## config.mk

```make
export PLATFORM = sky130hd
export DESIGN_NAME = triangle_wave_analyzer
export DESIGN_NICKNAME = d
export VERILOG_FILES = /design/src/rtl/triangle_wave_analyzer_pkg.sv /design/src/rtl/triangle_wave_analyzer_slope_cmp.sv /design/src/rtl/triangle_wave_analyzer.sv
export SDC_FILE = /design/constraint.sdc
export NUM_CORES = 1
export LEC_CHECK = 0
export ABC_CLOCK_PERIOD_IN_PS = 3550
export BUFFER_PORTS_ARGS = -buffer_cell sky130_fd_sc_hd__buf_4
export CORE_MARGIN = 4
export CORE_UTILIZATION = 45
export CTS_CLUSTER_SIZE = 12
export DETAILED_ROUTE_END_ITERATION = 8
export HOLD_SLACK_MARGIN = 0.06
export PLACE_DENSITY = 0.71
export SLEW_MARGIN = 30
export SYNTH_ARGS = -nofsm -noshare
export SYNTH_HDL_FRONTEND = slang
export SYNTH_SLANG_ARGS = --single-unit
export TNS_END_PERCENT = 20
```

## constraint.sdc

```tcl
create_clock -name clk -period 3.55 [get_ports clk]
set_clock_uncertainty 0.15 [all_clocks]
set_input_delay 0.355 -clock clk [delete_from_list [all_inputs] [get_ports clk]]
set_output_delay 0.355 -clock clk [all_outputs]
set_load 0.01 [all_outputs]
```

## src/rtl/triangle_wave_analyzer_pkg.sv

```systemverilog
// Shared constants for the triangle-wave receive path: slope encoding
// (matches the generator's dir output) and analyzer FSM states.
package triangle_wave_analyzer_pkg;

  localparam logic SLOPE_UP   = 1'b0;
  localparam logic SLOPE_DOWN = 1'b1;

  localparam logic [1:0] ST_EMPTY = 2'd0;
  localparam logic [1:0] ST_ACQ   = 2'd1;
  localparam logic [1:0] ST_RISE  = 2'd2;
  localparam logic [1:0] ST_FALL  = 2'd3;

endpackage

```

## src/rtl/triangle_wave_analyzer_slope_cmp.sv

```systemverilog
// Combinational sample-vs-previous comparator: ordering plus an illegal
// step flag computed on a WIDTH+1 bit magnitude so nothing wraps.
module triangle_slope_cmp #(
  parameter int WIDTH    = 8,
  parameter int MAX_STEP = 1
) (
  input  logic [WIDTH-1:0] sample_i,
  input  logic [WIDTH-1:0] prev_i,
  output logic             gt_o,
  output logic             lt_o,
  output logic             step_too_big_o
);

  logic [WIDTH:0] diff_s;

  // Magnitude of the step between consecutive samples
  always_comb begin
    gt_o = (sample_i > prev_i);
    lt_o = (sample_i < prev_i);
    if (gt_o) begin
      diff_s = {1'b0, sample_i} - {1'b0, prev_i};
    end else begin
      diff_s = {1'b0, prev_i} - {1'b0, sample_i};
    end
    step_too_big_o = (diff_s > (WIDTH + 1)'(MAX_STEP));
  end

endmodule

```

## src/rtl/triangle_wave_analyzer.sv

```systemverilog
// Recovers trough, peak and trough-to-trough period (in accepted samples)
// from a sampled triangle/ramp stream; one result per completed period.
module triangle_wave_analyzer
  import triangle_wave_analyzer_pkg::*;
#(
  parameter int WIDTH        = 8,
  parameter int PERIOD_WIDTH = 16,
  parameter int MAX_STEP     = 1
) (
  input  logic                    clk,
  input  logic                    rst,
  input  logic [WIDTH-1:0]        sample_in,
  input  logic                    sample_valid,
  output logic [WIDTH-1:0]        meas_low,
  output logic [WIDTH-1:0]        meas_high,
  output logic [PERIOD_WIDTH-1:0] meas_period,
  output logic                    meas_valid,
  output logic                    step_err,
  output logic                    locked
);

  localparam logic [PERIOD_WIDTH-1:0] CNT_MAX = {PERIOD_WIDTH{1'b1}};
  localparam logic [PERIOD_WIDTH-1:0] CNT_ONE = {{(PERIOD_WIDTH-1){1'b0}}, 1'b1};

  logic [1:0]              state_q, state_d;
  logic [WIDTH-1:0]        prev_q, prev_d;
  logic [WIDTH-1:0]        peak_q, peak_d;
  logic [PERIOD_WIDTH-1:0] cnt_q, cnt_d;
  logic                    have_peak_q, have_peak_d;
  logic                    have_trough_q, have_trough_d;
  logic [WIDTH-1:0]        meas_low_q, meas_low_d;
  logic [WIDTH-1:0]        meas_high_q, meas_high_d;
  logic [PERIOD_WIDTH-1:0] meas_period_q, meas_period_d;
  logic                    meas_valid_q, meas_valid_d;
  logic                    step_err_q, step_err_d;
  logic                    locked_q, locked_d;

  logic                    gt_s, lt_s, step_too_big_s;
  logic [PERIOD_WIDTH-1:0] cnt_inc_s;

  triangle_slope_cmp #(
    .WIDTH    (WIDTH),
    .MAX_STEP (MAX_STEP)
  ) u_cmp (
    .sample_i       (sample_in),
    .prev_i         (prev_q),
    .gt_o           (gt_s),
    .lt_o           (lt_s),
    .step_too_big_o (step_too_big_s)
  );

  assign cnt_inc_s = (cnt_q == CNT_MAX) ? cnt_q : cnt_q + CNT_ONE;

  // Next-state: slope FSM, turn capture and period counting
  always_comb begin
    state_d       = state_q;
    prev_d        = prev_q;
    peak_d        = peak_q;
    cnt_d         = cnt_q;
    have_peak_d   = have_peak_q;
    have_trough_d = have_trough_q;
    meas_low_d    = meas_low_q;
    meas_high_d   = meas_high_q;
    meas_period_d = meas_period_q;
    meas_valid_d  = 1'b0;
    step_err_d    = 1'b0;
    locked_d      = locked_q;
    if (sample_valid) begin
      prev_d = sample_in;
      if (state_q == ST_EMPTY) begin
        cnt_d   = CNT_ONE;
        state_d = ST_ACQ;
      end else if (step_too_big_s) begin
        // Step check wins over any turn revealed by the same sample
        step_err_d    = 1'b1;
        locked_d      = 1'b0;
        have_peak_d   = 1'b0;
        have_trough_d = 1'b0;
        cnt_d         = CNT_ONE;
        state_d       = ST_ACQ;
      end else begin
        cnt_d = cnt_inc_s;
        case (state_q)
          ST_ACQ: begin
            if (gt_s) begin
              state_d = ST_RISE;
            end else if (lt_s) begin
              state_d = ST_FALL;
            end else begin
              state_d = ST_ACQ;
            end
          end
          ST_RISE: begin
            if (lt_s) begin
              peak_d      = prev_q;
              have_peak_d = 1'b1;
              state_d     = ST_FALL;
            end else begin
              state_d = ST_RISE;
            end
          end
          ST_FALL: begin
            if (gt_s) begin
              if (have_trough_q && have_peak_q) begin
                meas_low_d    = prev_q;
                meas_high_d   = peak_q;
                meas_period_d = cnt_q;
                meas_valid_d  = 1'b1;
                locked_d      = 1'b1;
              end else begin
                meas_valid_d = 1'b0;
              end
              have_trough_d = 1'b1;
              have_peak_d   = 1'b0;
              cnt_d         = CNT_ONE;
              state_d       = ST_RISE;
            end else begin
              state_d = ST_FALL;
            end
          end
          default: begin
            state_d = ST_EMPTY;
          end
        endcase
      end
    end else begin
      state_d = state_q;
    end
  end

  // State and output registers
  always_ff @(posedge clk) begin
    if (rst) begin
      state_q       <= ST_EMPTY;
      prev_q        <= '0;
      peak_q        <= '0;
      cnt_q         <= '0;
      have_peak_q   <= 1'b0;
      have_trough_q <= 1'b0;
      meas_low_q    <= '0;
      meas_high_q   <= '0;
      meas_period_q <= '0;
      meas_valid_q  <= 1'b0;
      step_err_q    <= 1'b0;
      locked_q      <= 1'b0;
    end else begin
      state_q       <= state_d;
      prev_q        <= prev_d;
      peak_q        <= peak_d;
      cnt_q         <= cnt_d;
      have_peak_q   <= have_peak_d;
      have_trough_q <= have_trough_d;
      meas_low_q    <= meas_low_d;
      meas_high_q   <= meas_high_d;
      meas_period_q <= meas_period_d;
      meas_valid_q  <= meas_valid_d;
      step_err_q    <= step_err_d;
      locked_q      <= locked_d;
    end
  end

  assign meas_low    = meas_low_q;
  assign meas_high   = meas_high_q;
  assign meas_period = meas_period_q;
  assign meas_valid  = meas_valid_q;
  assign step_err    = step_err_q;
  assign locked      = locked_q;

endmodule

```

# After elaboration in Yosys (flattened, before gate mapping)
# Index checks and enable logic that the tools add are counted.
[op_classes] n_eq_ne=6 bitwise_logic=5 mux=26 magnitude_cmp=3 n_reduce_logical=13 add_sub_neg=3
[op_table] operator="$mux W16" count=5
[op_table] operator="$sub A8 B8 Y9" count=2
[op_table] operator="$add A16 B1 Y16 const B" count=1
[op_table] operator="$eq A16 B16 Y1 const B" count=1
[op_table] operator="$reduce_and A5 Y1" count=3
[op_table] operator="$mux W1" count=14
[op_table] operator="$gt A9 B1 Y1 const B" count=1
[op_table] operator="$mux W9" count=1
[op_table] operator="$gt A8 B8 Y1" count=1
[op_table] operator="$lt A8 B8 Y1" count=1
[op_table] operator="$mux W2" count=4
[op_table] operator="$ne A3 B3 Y1 const B" count=2
[op_table] operator="$pmux W2 S3" count=1
[op_table] operator="$reduce_and A6 Y1" count=1
[op_table] operator="$reduce_bool A2 Y1" count=3
[op_table] operator="$reduce_or A6 Y1" count=1
[op_table] operator="$not A1 Y1" count=5
[op_table] operator="$eq A2 B2 Y1 const B" count=2
[op_table] operator="$reduce_and A4 Y1" count=1
[op_table] operator="$reduce_bool A3 Y1" count=1
[op_table] operator="$reduce_or A3 Y1" count=1
[op_table] operator="$eq A2 B1 Y1 const B" count=1
[op_table] operator="$logic_not A2 Y1" count=1
[op_table] operator="$pmux W1 S2" count=1
[op_table] operator="$logic_and A1 B1 Y1" count=1
[word_totals] in_bits=11 wordCells=68 ff_bits=71

# Depth between registers and ports, before layout
# Gate-level depths: netlist of run 1.
[depth] word_depth=6 mapped_depth=13 mapped_depth_nobuf=11

# Cells and area by module
# From an unflattened synthesis of run 1, not the netlist that was laid out.
[hier_totals] cells_unflattened=464 hier_area_um2=3748.6
[modules_own_cells] mod="triangle_wave_analyzer" area_each_um2=2934.1 instances=1 cells_per_inst=346
[modules_own_cells] mod="triangle_slope_cmp" area_each_um2=814.5 instances=1 cells_per_inst=118

# Least setup slack after synthesis of run 1
# Ideal clock, no wire load.
[synth_path] path_kind="register to register" start="register prev_q[0]" end="register peak_q[0]" setup_ns=0.128 path_buffers=1 arrival_ns=2.812 required_time_ns=3.272 synth_period_minus_slack_ns=3.089 path_stages_with_launch=13 path_slack_ns=0.461 path_cell_list="dfxtp_1 -> inv_1 -> ha_1 -> fa_1 -> nor2b_1 -> o21bai_1 -> a31oi_1 -> o22ai_1 -> or4_1 -> or4b_1 -> buf_6 -> mux2i_1 -> nor2_1"
[synth_via] elab_chain_len=5 elab_cells_between_ends=8 cone_classes="add/sub (2); order compare (3); mux (1); bitwise (1); reduce/logical (1)"
[synth_lines] item="start, declared" line_no="triangle_wave_analyzer.sv:26" rtl="logic [WIDTH-1:0] prev_q, prev_d;"
[synth_lines] item="start signal, assigned" line_no="triangle_wave_analyzer.sv:148" rtl="prev_q <= prev_d;"
[synth_lines] item="$sub A8 B8 Y9 (tied with other cells)" line_no="triangle_wave_analyzer_slope_cmp.sv:23" rtl="diff_s = {1'b0, prev_i} - {1'b0, sample_i};"
[synth_lines] item="$mux W9" line_no="triangle_wave_analyzer_slope_cmp.sv:20" rtl="if (gt_o) begin"
[synth_lines] item="$gt A9 B1 Y1" line_no="triangle_wave_analyzer_slope_cmp.sv:25" rtl="step_too_big_o = (diff_s > (WIDTH + 1)'(MAX_STEP));"
[synth_lines] item="$not A1 Y1 (no source line)"
[synth_lines] item="$reduce_and A5 Y1 (no source line)"
[synth_lines] item="end signal, assigned" line_no="triangle_wave_analyzer.sv:149" rtl="peak_q <= peak_d;"
[synth_lines] item="end, declared" line_no="triangle_wave_analyzer.sv:27" rtl="logic [WIDTH-1:0] peak_q, peak_d;"
# Parallel ways exist; a longest one is shown, timed or not.
# A chain may end at the register's enable or synchronous reset.

# Final worst setup path of run 1
[layout_path] start="register prev_q[0]" end="register peak_q[3]"
[layout_via] elab_chain_len=5 elab_cells_between_ends=8 cone_classes="add/sub (2); order compare (3); mux (1); bitwise (1); reduce/logical (1)"
[layout_lines] item="$sub A8 B8 Y9 (tied with other cells)" line_no="triangle_wave_analyzer_slope_cmp.sv:23"
[layout_lines] item="$mux W9" line_no="triangle_wave_analyzer_slope_cmp.sv:20"
[layout_lines] item="$gt A9 B1 Y1" line_no="triangle_wave_analyzer_slope_cmp.sv:25"
[layout_lines] item="$not A1 Y1 (no source line)"
[layout_lines] item="$reduce_and A5 Y1 (no source line) (*)"
# Mark *: on every way between the ends. The rest lies on a longest branch, timed or not.

==> impl_results.rst, run 1 <==
.. list-table::
   :header-rows: 1

   * - Metric
     - Value
   * - PD cells
     - 376 nW/um^2
   * - CP max stage delay
     - 0.55 ns
   * - Htree depth
     - 3
   * - Reported max-cap violation count
     - 0
   * - CP startpoint kind
     - register
   * - Top flip-flop cell by instance count after synthesis
     - sky130_fd_sc_hd__dfxtp_1
   * - Metal1 wirelength
     - 3810 um
   * - Vertical extent of the die
     - 99.5 um
   * - Post-route non-filler standard cell count
     - 597
   * - Largest fanout of any net on the critical path
     - 8
   * - Met2 wire length
     - 4190 um
   * - CP Buf/Inv Count
     - 2
   * - Synth Net Count
     - 467
   * - Fin crit period
     - 3.40 ns
   * - Most frequent cells after synthesis
     - sky130_fd_sc_hd__dfxtp_1, sky130_fd_sc_hd__nor2_1, sky130_fd_sc_hd__mux2i_1
   * - Leakage component of the power
     - 0.00215 uW
   * - RSZ-0062 raised after global routing
     - no
   * - Sort of element at the end of the critical path
     - register
   * - Type of the worst setup path
     - register to register
   * - Skew-Pair Late Insertion Delay
     - 0.35 ns
   * - Area growth from synthesis to final layout
     - 18.5%
   * - Chain of cells forming the critical path
     - inv_1 > ha_1 > fa_1 > nor2b_2 > o21bai_1 > a31oi_1 > o22ai_1 > or4_1 > or4b_1 > buf_4 > mux2i_1 > nor2_1
   * - Largest net degree at the start of global routing
     - 57
   * - Synth top area cells
     - sky130_fd_sc_hd__dfxtp_1, sky130_fd_sc_hd__mux2i_1, sky130_fd_sc_hd__nor2_1
   * - Worst-path cell with the longest stage delay
     - sky130_fd_sc_hd__or4_1
   * - Flip-flop and latch count after synthesis
     - 71
   * - Final GP Congestion
     - 0.879
   * - N_diodes
     - 0
   * - Number of hold-slack violations in the final timing report
     - 0
   * - Share of synthesized area occupied by flip-flops and latches
     - 37.7%
   * - Total power after layout
     - 1680 uW
   * - Arrival time at the worst endpoint
     - 3.46 ns
   * - Buffer cell driving the clock tree root
     - sky130_fd_sc_hd__clkbuf_8
   * - Pins Over Slew Limit
     - 0
   * - Wire length of the first global-routing pass
     - 14400 um
   * - Chip Width
     - 99.5 um
   * - Num Clock Sinks
     - 71
   * - Routed wire length
     - 8470 um
   * - Crit path required time
     - 3.61 ns
   * - Met3 WL
     - 359 um
   * - Max-Slew Margin vs Limit
     - 43.1%
   * - Detailed-router iteration count before antenna repair
     - 5
   * - Cell type contributing the most total cell area after synthesis
     - sky130_fd_sc_hd__dfxtp_1
   * - Final antenna-violating net count
     - 0
   * - Final setup TNS
     - 0 ns
   * - Cell Count Post-Placement
     - 581
   * - Peak Freq
     - 294 MHz
   * - Async set-reset flop share out of synthesis
     - 0%
   * - Result of the run
     - finished, final reports clean
   * - Antenna violations before repair
     - 0
   * - Overflow left after global routing
     - 0
   * - # setup viols final
     - 0
   * - Vias after detailed routing
     - 3188
   * - Number of enable-type register cells in the synthesized netlist
     - 0
   * - Post-Synthesis Cell Area
     - 3770 um^2
   * - Number of buffers between clock root and the deepest sink
     - 2
   * - Number of buffers inserted during clock tree synthesis
     - 9
   * - DPL Wire Length
     - 6140 um
   * - Number of design-rule violations left by the first detailed-router iteration
     - 119
   * - Fin worst setup slack
     - 0.146 ns
   * - Yosys synthesis warning count
     - 0
   * - Synthesized netlist cell count
     - 437
   * - # IOs
     - 46
   * - Syn Area/Cell
     - 8.62 um^2
   * - Max Used Layer
     - met4
   * - Total die area
     - 9900 um^2
   * - Register-to-register setup slack
     - 0.15 ns
   * - Kind of cell adding the most delay to the critical path
     - simple AND/OR/NAND/NOR gates
   * - Measured slew at the worst slew-check pin
     - 0.851 ns
   * - Fraction of post-synthesis cell area in the top cell type by area
     - 37.7%
   * - Number of buffers added to fix hold violations after cts
     - 0
   * - Overall routing resource usage
     - 17.9%
   * - Count of different cell masters after synthesis
     - 56
   * - Core Area
     - 8180 um^2
   * - Clock Pin Slew Worst Setup and Hold Paths
     - 0.08 ns
   * - Worst slack after detailed placement
     - -0.0541 ns
   * - DRC errors left
     - 0
   * - Worst min-delay path class
     - input port to register
   * - Average wire per cell in the routed design
     - 14.2 um
   * - Number of global-route vias before repair
     - 2998
   * - Share of final-layout standard cells stronger than drive strength 1
     - 19.1%
   * - Num rows
     - 33
   * - Post-route fraction of the period consumed by the critical path
     - 95.9%
   * - Final net count
     - 517
   * - Clock tree from TritonCTS
     - yes
   * - Largest voltage drop on the vdd net
     - 252 uV
   * - Port Buffer Count
     - 45
   * - Effective utilization at floorplan
     - 46.1%
   * - Via-per-instance ratio
     - 5.34
[cell type report]
class | count | area, um^2
Clock buffer | 11 | 141
Sequential cell | 71 | 1420
Multi-Input combinational cell | 320 | 2140
Tap cell | 105 | 131
Clock inverter | 5 | 57.6
Fill cell | 780 | 3710
Inverter | 23 | 86.3
Timing Repair Buffer | 62 | 478
[cell usage in the layout, fill, tap and decap left out, types with 8 or more instances in the layout]
cell type and n:
sky130_fd_sc_hd__buf_4 61, sky130_fd_sc_hd__a21oi_1 10, sky130_fd_sc_hd__mux2i_1 50, sky130_fd_sc_hd__dfxtp_1 69, sky130_fd_sc_hd__nor3_1 9, sky130_fd_sc_hd__nand4_1 10
sky130_fd_sc_hd__nand3_1 18, sky130_fd_sc_hd__nor2_1 70, sky130_fd_sc_hd__inv_1 23, sky130_fd_sc_hd__ha_1 17, sky130_fd_sc_hd__o21ai_0 10, sky130_fd_sc_hd__nand2_1 39
sky130_fd_sc_hd__nand2b_1 8, sky130_fd_sc_hd__clkbuf_8 10
[path summary, 6_finish.rpt]
path                                    from         to  cells after the start
worst max-delay path               prev_q[0]  peak_q[3]                     12
worst min register to register        locked     locked                      1
worst min-delay path            sample_in[3]  prev_q[3]                      3
worst max register to register     prev_q[0]  peak_q[3]                     12
[tightest hold or removal path: cells and delay by family]
kind | cells | cell delay [ns]
buf+inv | 1 | 0.09
mux | 1 | 0.06
simple gates | 1 | 0.07
[power by group]
part / internal [uW] / switching, uW / leakage [uW]
registers: 805 / 12.0 / 0.000575
logic: 89.2 / 122 / 0.00148
clock network: 343 / 308 / 0.0000916
[routing by layer]
metal	GRT usage, %	vias to the layer above
li1	-	1628
met1	22.8	1492
met2	30.1	57
met3	4.28	11
met4	5.46	0
met5	0	-
[state kept, by name, indices dropped and copies added, names as in the netlist]
register       cells
have_peak_q        1
state_q            2
meas_valid         1
meas_period       16
meas_low           8
meas_high          8
prev_q             8
cnt_q             16
locked             1
step_err           1
have_trough_q      1
peak_q             8
[per-stage QoR]
step | util [%] | area, um^2 | hold slack [ns]
3_3_place_gp | 51.8 | 4240 | 0.299
2_1_floorplan | - | 3770 | 0.290
6_report | 54.6 | 4460 | 0.110
3_5_place_dp | 51.8 | 4240 | 0.311
5_1_grt | 54.6 | 4460 | 0.115
4_1_cts | 54.3 | 4440 | 0.106
[logic make-up after synthesis]
| family | after synthesis | share of synthesized area, % |
|---|---|---|
| simple gates | 181 | 22.7 |
| flops | 71 | 37.7 |
| compound gates | 63 | 12.0 |
| mux | 51 | 13.6 |
| buf+inv | 46 | 5.98 |
| fa+ha+maj | 19 | 6.71 |
| xor+xnor | 6 | 1.40 |
[timing repair]
item | in CTS | in global routing
setup buffers | 0 | 0
endpoints found under the setup margin | 0 | 48
resized for setup | 0 | 9
Power figures use the tool's default switching activity.
==> inputs of run 2 (changes only) <==
--- a/config.mk
+++ b/config.mk
@@ -11,7 +11,7 @@
 export CORE_UTILIZATION = 45
 export CTS_CLUSTER_SIZE = 12
 export DETAILED_ROUTE_END_ITERATION = 8
-export HOLD_SLACK_MARGIN = 0.06
+export HOLD_SLACK_MARGIN = 0.15
 export PLACE_DENSITY = 0.71
 export SLEW_MARGIN = 30
 export SYNTH_ARGS = -nofsm -noshare
==> run 2 against run 1 <==
Against the previous run:
- final cell count grew 1.0%
- worst hold slack improved by 0.092 ns
- design area rose by 1.5%
- via count rose by 1.2%
- clock power about the same
- clock-buffer cell count did not move
- highest routed layer unchanged
- die area stayed put
==> impl_results.rst, run 2 (synthesis results as in run 1) <==
.. list-table::
   :header-rows: 1

   * - Metric
     - Value
   * - Result of the run
     - finished, final reports clean (unchanged)
   * - DRC errors left
     - 0 (unchanged)
   * - Average wire per cell in the routed design
     - 14.3 um (was 14.2 um)
   * - Sequential fraction of design power
     - 48.4% (was 48.7%)
   * - N_diodes
     - 0 (unchanged)
   * - Final net count
     - 523 (was 517)
   * - Share of final-layout standard cells stronger than drive strength 1
     - 19.5% (was 19.1%)
   * - CP startpoint kind
     - register (unchanged)
   * - Number of buffers between clock root and the deepest sink
     - 2 (unchanged)
   * - Peak Freq
     - 298 MHz (was 294 MHz)
   * - Chip Width
     - 99.5 um (unchanged)
   * - Clock tree from TritonCTS
     - yes (unchanged)
   * - Switching power
     - 445 uW (was 442 uW)
   * - Overall routing resource usage
     - 18.2% (was 17.9%)
   * - RSZ-0062 raised after global routing
     - no (unchanged)
   * - Part of the total power dissipated in the clock network
     - 38.6% (was 38.8%)
   * - Internal power
     - 1240 uW (about the same)
   * - Count of fill cells added during filler insertion
     - 775 (was 780)
   * - Fin crit period
     - 3.35 ns (was 3.40 ns)
   * - Max-Slew Margin vs Limit
     - 44.2% (was 43.1%)
   * - Port Buffer Count
     - 45 (unchanged)
   * - Commonest non-fill, non-tap cell in the layout
     - sky130_fd_sc_hd__nor2_1 (unchanged)
   * - Largest net degree at the start of global routing
     - 57 (unchanged)
   * - Relative contribution of combinational cells to total power
     - 12.9% (was 12.6%)
   * - Crit path required time
     - 3.61 ns (about the same)
   * - Top library cells by usage in the layout, fill and taps aside
     - sky130_fd_sc_hd__nor2_1, sky130_fd_sc_hd__dfxtp_1, sky130_fd_sc_hd__buf_4 (unchanged)
   * - # setup viols final
     - 0 (unchanged)
   * - Final setup TNS
     - 0 ns (unchanged)
   * - Buffer cell driving the clock tree root
     - sky130_fd_sc_hd__clkbuf_8 (unchanged)
   * - DPL Wire Length
     - 6140 um (unchanged)
   * - Largest voltage drop on the vdd net
     - 254 uV (was 252 uV)
   * - Final GP Congestion
     - 0.879 (unchanged)
   * - Pins Over Slew Limit
     - 0 (unchanged)
   * - Area growth from synthesis to final layout
     - 20.2% (was 18.5%)
   * - Core Area
     - 8180 um^2 (unchanged)
   * - Clock Pin Slew Worst Setup and Hold Paths
     - 0.08 ns (about the same)
   * - Antenna violations before repair
     - 0 (unchanged)
   * - Detailed-router iteration count before antenna repair
     - 4 (was 5)
   * - Worst min-delay path class
     - input port to register (unchanged)
   * - Effective utilization at floorplan
     - 46.1% (unchanged)
   * - Vias after detailed routing
     - 3225 (was 3188)
   * - Wire length of the first global-routing pass
     - 14600 um (was 14400 um)
   * - Number of hold-slack violations in the final timing report
     - 0 (unchanged)
   * - Number of global-route vias before repair
     - 3043 (was 2998)
   * - Vertical extent of the die
     - 99.5 um (unchanged)
   * - PD cells
     - 373 nW/um^2 (was 376 nW/um^2)
   * - Switching power as a share of total power
     - 26.4% (was 26.3%)
   * - Routed wire length
     - 8620 um (was 8470 um)
   * - Number of buffers inserted during clock tree synthesis
     - 9 (unchanged)
   * - Utilization after layout
     - 55.4% (was 54.6%)
   * - Htree depth
     - 3 (unchanged)
   * - Measured slew at the worst slew-check pin
     - 0.833 ns (was 0.851 ns)
   * - # IOs
     - 46 (unchanged)
   * - Num rows
     - 33 (unchanged)
   * - Total die area
     - 9900 um^2 (unchanged)
   * - Leakage component of the power
     - 0.00217 uW (was 0.00215 uW)
   * - Number of design-rule violations left by the first detailed-router iteration
     - 149 (was 119)
   * - Via-per-instance ratio
     - 5.35 (was 5.34)
   * - Post-route fraction of the period consumed by the critical path
     - 94.5% (was 95.9%)
   * - Type of the worst setup path
     - register to register (unchanged)
   * - Sort of element at the end of the critical path
     - register (unchanged)
   * - Reported max-cap violation count
     - 0 (unchanged)
   * - Final antenna-violating net count
     - 0 (unchanged)
   * - Overflow left after global routing
     - 0 (unchanged)
   * - Num Clock Sinks
     - 71 (unchanged)
   * - Arrival time at the worst endpoint
     - 3.42 ns (was 3.46 ns)
   * - Skew-Pair Late Insertion Delay
     - 0.34 ns (was 0.35 ns)
   * - Largest fanout of any net on the critical path
     - 33 (was 8)
run 2: cell count changes in the layout (fill, tap and decap cells not counted):
cell	delta
sky130_fd_sc_hd__dlygate4sd3_1	+6
sky130_fd_sc_hd__dfxtp_2	+1
sky130_fd_sc_hd__fa_1	-1
sky130_fd_sc_hd__dfxtp_1	-1
sky130_fd_sc_hd__fa_2	+1
sky130_fd_sc_hd__ha_2	+1
sky130_fd_sc_hd__ha_1	-1
run 2: final timing paths:
path	cells after the start	startpoint	slack (ns)	endpoint
max	12	prev_q[0]	0.20	meas_high[7]
min	4	sample_in[0]	0.20	prev_q[0]
max reg2reg	12	prev_q[0]	0.20	meas_high[7]
min reg2reg	1	locked	0.32	locked
run 2: cell type report:
cell class	count	area, um^2	share of cell area (%)
Multi-Input combinational cell	320	2150	47.4
Sequential cell	71	1430	31.5
Timing Repair Buffer	68	538	11.9
Clock buffer	11	141	3.12
Tap cell	105	131	2.90
Inverter	23	86.3	1.91
Clock inverter	5	57.6	1.27
run 2: timing repair:
action | CTS | global route
endpoints found under the hold margin | 6 | 0
endpoints found under the setup margin | 0 | 48
resized for setup | 0 | 12
hold buffers | 6 | 0
setup buffers | 0 | 0
run 2: critical path, stage by stage (launching register included):
cell	delay, ns
sky130_fd_sc_hd__dfxtp_1	0.33
sky130_fd_sc_hd__ha_1	0.20
sky130_fd_sc_hd__fa_1	0.37
sky130_fd_sc_hd__nand2b_1	0.18
sky130_fd_sc_hd__a21oi_2	0.13
sky130_fd_sc_hd__nand2_1	0.06
sky130_fd_sc_hd__a2111oi_1	0.39
sky130_fd_sc_hd__buf_4	0.17
sky130_fd_sc_hd__nand4_1	0.12
sky130_fd_sc_hd__or4_2	0.60
sky130_fd_sc_hd__buf_12	0.23
sky130_fd_sc_hd__mux2i_2	0.21
sky130_fd_sc_hd__nor2_1	0.05
run 2: through the flow:
step	hold slack, ns	total power [uW]	area, um^2	setup slack [ns]	instances
after floorplan	0.290	981	3770	0.461	437
after global placement	0.299	1040	4240	-0.000467	581
after detailed placement	0.311	1040	4240	-0.0541	581
after CTS	0.192	1690	4500	0.0821	603
after global routing	0.250	1770	4530	0.0169	603
final	0.202	1690	4530	0.196	603
run 2: per-layer routing:
metal	vias up	part of all wire, %	GRT usage (%)
met3	11	4.7	4.14
met1	1494	45	23.1
li1	1641	-	-
met5	-	0	0
met4	0	1.2	5.46
met2	79	49	30.8
run 2: power by group through the flow:
stage | Clock (uW) | Combinational (uW) | Sequential, uW
floorplan | 0 | 149 | 832
global placement | 0 | 205 | 835
detailed placement | 0 | 207 | 835
CTS | 665 | 213 | 817
global route | 709 | 246 | 819
finish | 652 | 218 | 817
==> inputs of run 3 (changes only) <==
--- a/config.mk
+++ b/config.mk
@@ -11,6 +11,7 @@
 export CORE_UTILIZATION = 45
 export CTS_CLUSTER_SIZE = 12
 export DETAILED_ROUTE_END_ITERATION = 8
+export GPL_TIMING_DRIVEN = 0
 export HOLD_SLACK_MARGIN = 0.15
 export PLACE_DENSITY = 0.71
 export SLEW_MARGIN = 30
==> run 3 against run 2 <==
Against the previous run:
- worst hold slack worse by 0.033 ns
- combinational power down 5%
- core utilization up 0.14 points
- critical path type unchanged
==> impl_results.rst, run 3 (synthesis results as in run 1) <==
.. list-table::
   :header-rows: 1

   * - Metric
     - Value
   * - Metal1 wirelength
     - 3900 um (was 3850 um)
   * - DPL Wire Length
     - 6440 um (was 6140 um)
   * - Measured slew at the worst slew-check pin
     - 0.736 ns (was 0.833 ns)
   * - Clock Pin Slew Worst Setup and Hold Paths
     - 0.07 ns (was 0.08 ns)
   * - Hold Path Cell Cnt
     - 3 (was 4)
   * - Clock tree from TritonCTS
     - yes (unchanged)
   * - Max-Slew Margin vs Limit
     - 50.5% (was 44.2%)
   * - Crit path required time
     - 3.61 ns (about the same)
   * - Result of the run
     - finished, final reports clean (unchanged)
   * - Reported max-cap violation count
     - 0 (unchanged)
   * - Overflow left after global routing
     - 0 (unchanged)
   * - Number of design-rule violations left by the first detailed-router iteration
     - 118 (was 149)
   * - Overall routing resource usage
     - 18.1% (was 18.2%)
   * - Type of the worst setup path
     - register to register (unchanged)
   * - Buffer cell driving the clock tree root
     - sky130_fd_sc_hd__clkbuf_8 (unchanged)
   * - Post-route non-filler standard cell count
     - 610 (was 603)
   * - CP max stage delay
     - 0.46 ns (was 0.60 ns)
   * - Share of final-layout standard cells stronger than drive strength 1
     - 16.6% (was 19.5%)
   * - Worst min-delay path class
     - input port to register (unchanged)
   * - Total die area
     - 9900 um^2 (unchanged)
   * - Number of buffers between clock root and the deepest sink
     - 2 (unchanged)
   * - Final GP Congestion
     - 0.883 (was 0.879)
   * - PD cells
     - 379 nW/um^2 (was 373 nW/um^2)
   * - # IOs
     - 46 (unchanged)
   * - Routed wire length
     - 8510 um (was 8620 um)
   * - Wire length of the first global-routing pass
     - 14600 um (about the same)
   * - Core Area
     - 8180 um^2 (unchanged)
   * - Met3 WL
     - 454 um (was 406 um)
   * - CP startpoint kind
     - register (unchanged)
   * - Met2 wire length
     - 4040 um (was 4260 um)
   * - Max Used Layer
     - met4 (unchanged)
   * - Relative contribution of combinational cells to total power
     - 12.1% (was 12.9%)
   * - Sequential fraction of design power
     - 47.6% (was 48.4%)
   * - Top library cells by usage in the layout, fill and taps aside
     - sky130_fd_sc_hd__nor2_1, sky130_fd_sc_hd__dfxtp_1, sky130_fd_sc_hd__mux2i_1 (was sky130_fd_sc_hd__nor2_1, sky130_fd_sc_hd__dfxtp_1, sky130_fd_sc_hd__buf_4)
   * - Part of the total power dissipated in the clock network
     - 40.3% (was 38.6%)
   * - Pins Over Slew Limit
     - 0 (unchanged)
   * - Arrival time at the worst endpoint
     - 3.39 ns (was 3.42 ns)
   * - Number of buffers inserted during clock tree synthesis
     - 9 (unchanged)
   * - Effective utilization at floorplan
     - 46.1% (unchanged)
   * - Sort of element at the end of the critical path
     - register (unchanged)
   * - Final antenna-violating net count
     - 0 (unchanged)
   * - N_diodes
     - 0 (unchanged)
   * - Vertical extent of the die
     - 99.5 um (unchanged)
   * - Peak Freq
     - 301 MHz (was 298 MHz)
   * - Vias after detailed routing
     - 3236 (was 3225)
   * - Chain of cells forming the critical path
     - ha_1 > fa_1 > nand2b_1 > a21oi_1 > nand2_1 > a2111oi_2 > nand4_1 > or4_1 > buf_4 > buf_6 > mux2i_1 > nor2_1 (was ha_1 > fa_1 > nand2b_1 > a21oi_2 > nand2_1 > a2111oi_1 > buf_4 > nand4_1 > or4_2 > buf_12 > mux2i_2 > nor2_1)
   * - Num Clock Sinks
     - 71 (unchanged)
   * - Skew-Pair Late Insertion Delay
     - 0.34 ns (about the same)
   * - Fin crit period
     - 3.33 ns (was 3.35 ns)
   * - Total power after layout
     - 1720 uW (was 1690 uW)
   * - DRC errors left
     - 0 (unchanged)
   * - Largest net degree at the start of global routing
     - 12 (was 57)
   * - # setup viols final
     - 0 (unchanged)
   * - Number of hold-slack violations in the final timing report
     - 0 (unchanged)
   * - RSZ-0062 raised after global routing
     - no (unchanged)
   * - Port Buffer Count
     - 45 (unchanged)
   * - Average wire per cell in the routed design
     - 13.9 um (was 14.3 um)
   * - Antenna violations before repair
     - 0 (unchanged)
   * - Worst Reg2Reg Path Length in Cells
     - 12 (unchanged)
   * - Largest voltage drop on the vdd net
     - 260 uV (was 254 uV)
   * - Commonest non-fill, non-tap cell in the layout
     - sky130_fd_sc_hd__nor2_1 (unchanged)
   * - Worst-path cell with the longest stage delay
     - sky130_fd_sc_hd__or4_1 (was sky130_fd_sc_hd__or4_2)
   * - Post-route fraction of the period consumed by the critical path
     - 93.7% (was 94.5%)
   * - Detailed-router iteration count before antenna repair
     - 4 (unchanged)
   * - Num rows
     - 33 (unchanged)
   * - Internal power
     - 1300 uW (was 1240 uW)
   * - Chip Width
     - 99.5 um (unchanged)
   * - Area growth from synthesis to final layout
     - 20.5% (was 20.2%)
   * - Final net count
     - 531 (was 523)
   * - Leakage component of the power
     - 0.00219 uW (was 0.00217 uW)
   * - Number of global-route vias before repair
     - 3178 (was 3043)
   * - Switching power as a share of total power
     - 24.5% (was 26.4%)
   * - Switching power
     - 421 uW (was 445 uW)
   * - Largest fanout of any net on the critical path
     - 10 (was 33)
   * - Cell Count Post-Placement
     - 587 (was 581)
   * - Htree depth
     - 3 (unchanged)
   * - Via-per-instance ratio
     - 5.30 (was 5.35)
   * - Final setup TNS
     - 0 ns (unchanged)
==> run 3: changes by cell type in the layout (fill, tap and decap cells not counted), moves of 2 or more <==
cell                         previous run  this run
sky130_fd_sc_hd__a21oi_1               10        12
sky130_fd_sc_hd__a21oi_2                3         1
sky130_fd_sc_hd__buf_2                  0         3
sky130_fd_sc_hd__buf_4                 61        49
sky130_fd_sc_hd__buf_6                  0         5
sky130_fd_sc_hd__clkbuf_1               1        13
sky130_fd_sc_hd__clkinvlp_4             3         0
==> run 3: final timing paths <==
kind | startpoint | to | slack (ns)
worst max register to register | prev_q[0] | meas_period[2] | 0.22
worst max-delay path | prev_q[0] | meas_period[2] | 0.22
worst min register to register | locked | locked | 0.32
worst min-delay path | sample_in[7] | prev_q[7] | 0.17
==> run 3: worst max-delay path, delay by kind of cell, from the launching register on <==
family | cells | cell delay, ns
AND/OR/NAND/NOR | 5 | 0.95
adder cells (fa/ha/maj) | 2 | 0.62
AO/OA/AOI/OAI | 2 | 0.56
buffers and inverters | 2 | 0.38
flip-flops | 1 | 0.35
multiplexers | 1 | 0.18
==> run 3: timing repair <==
action,in CTS,in global routing
buffers inserted,0,1
setup endpoints to repair,0,44
hold buffers,7,0
resized for setup,0,6
hold endpoints to repair,7,0
==> run 3: power by group through the flow <==
stage / Combinational (uW) / Clock [uW] / Sequential [uW]
after floorplan: 149 / 0 / 832
after global placement: 193 / 0 / 837
after detailed placement: 198 / 0 / 837
after CTS: 205 / 710 / 818
after global routing: 234 / 746 / 820
final: 208 / 694 / 819
==> run 3: cell type report <==
| cell class | count | area, um^2 |
|---|---|---|
| Buffer | 23 | 139 |
| Multi-Input combinational cell | 320 | 2130 |
| Sequential cell | 71 | 1420 |
| Clock inverter | 4 | 70.1 |
| Fill cell | 761 | 3640 |
| Clock buffer | 11 | 141 |
| Tap cell | 105 | 131 |
| Inverter | 23 | 86.3 |
| Timing Repair Buffer | 53 | 415 |
==> run 3: metrics by stage <==
step	hold WS [ns]	utilization (%)	setup slack (ns)	instance area [um^2]
after global placement	0.300	51.8	0.00167	4240
final	0.169	55.5	0.223	4540
after global routing	0.168	55.5	0.0410	4540
after CTS	0.160	55.2	0.0437	4520
after floorplan	0.290	-	0.461	3770
after detailed placement	0.309	51.8	-0.0218	4240
==> run 3: routing by layer <==
layer,GRT usage (%),up-vias
met5,0,-
met4,5.36,0
met3,5.68,10
met2,30.6,70
met1,22.1,1509
li1,-,1647
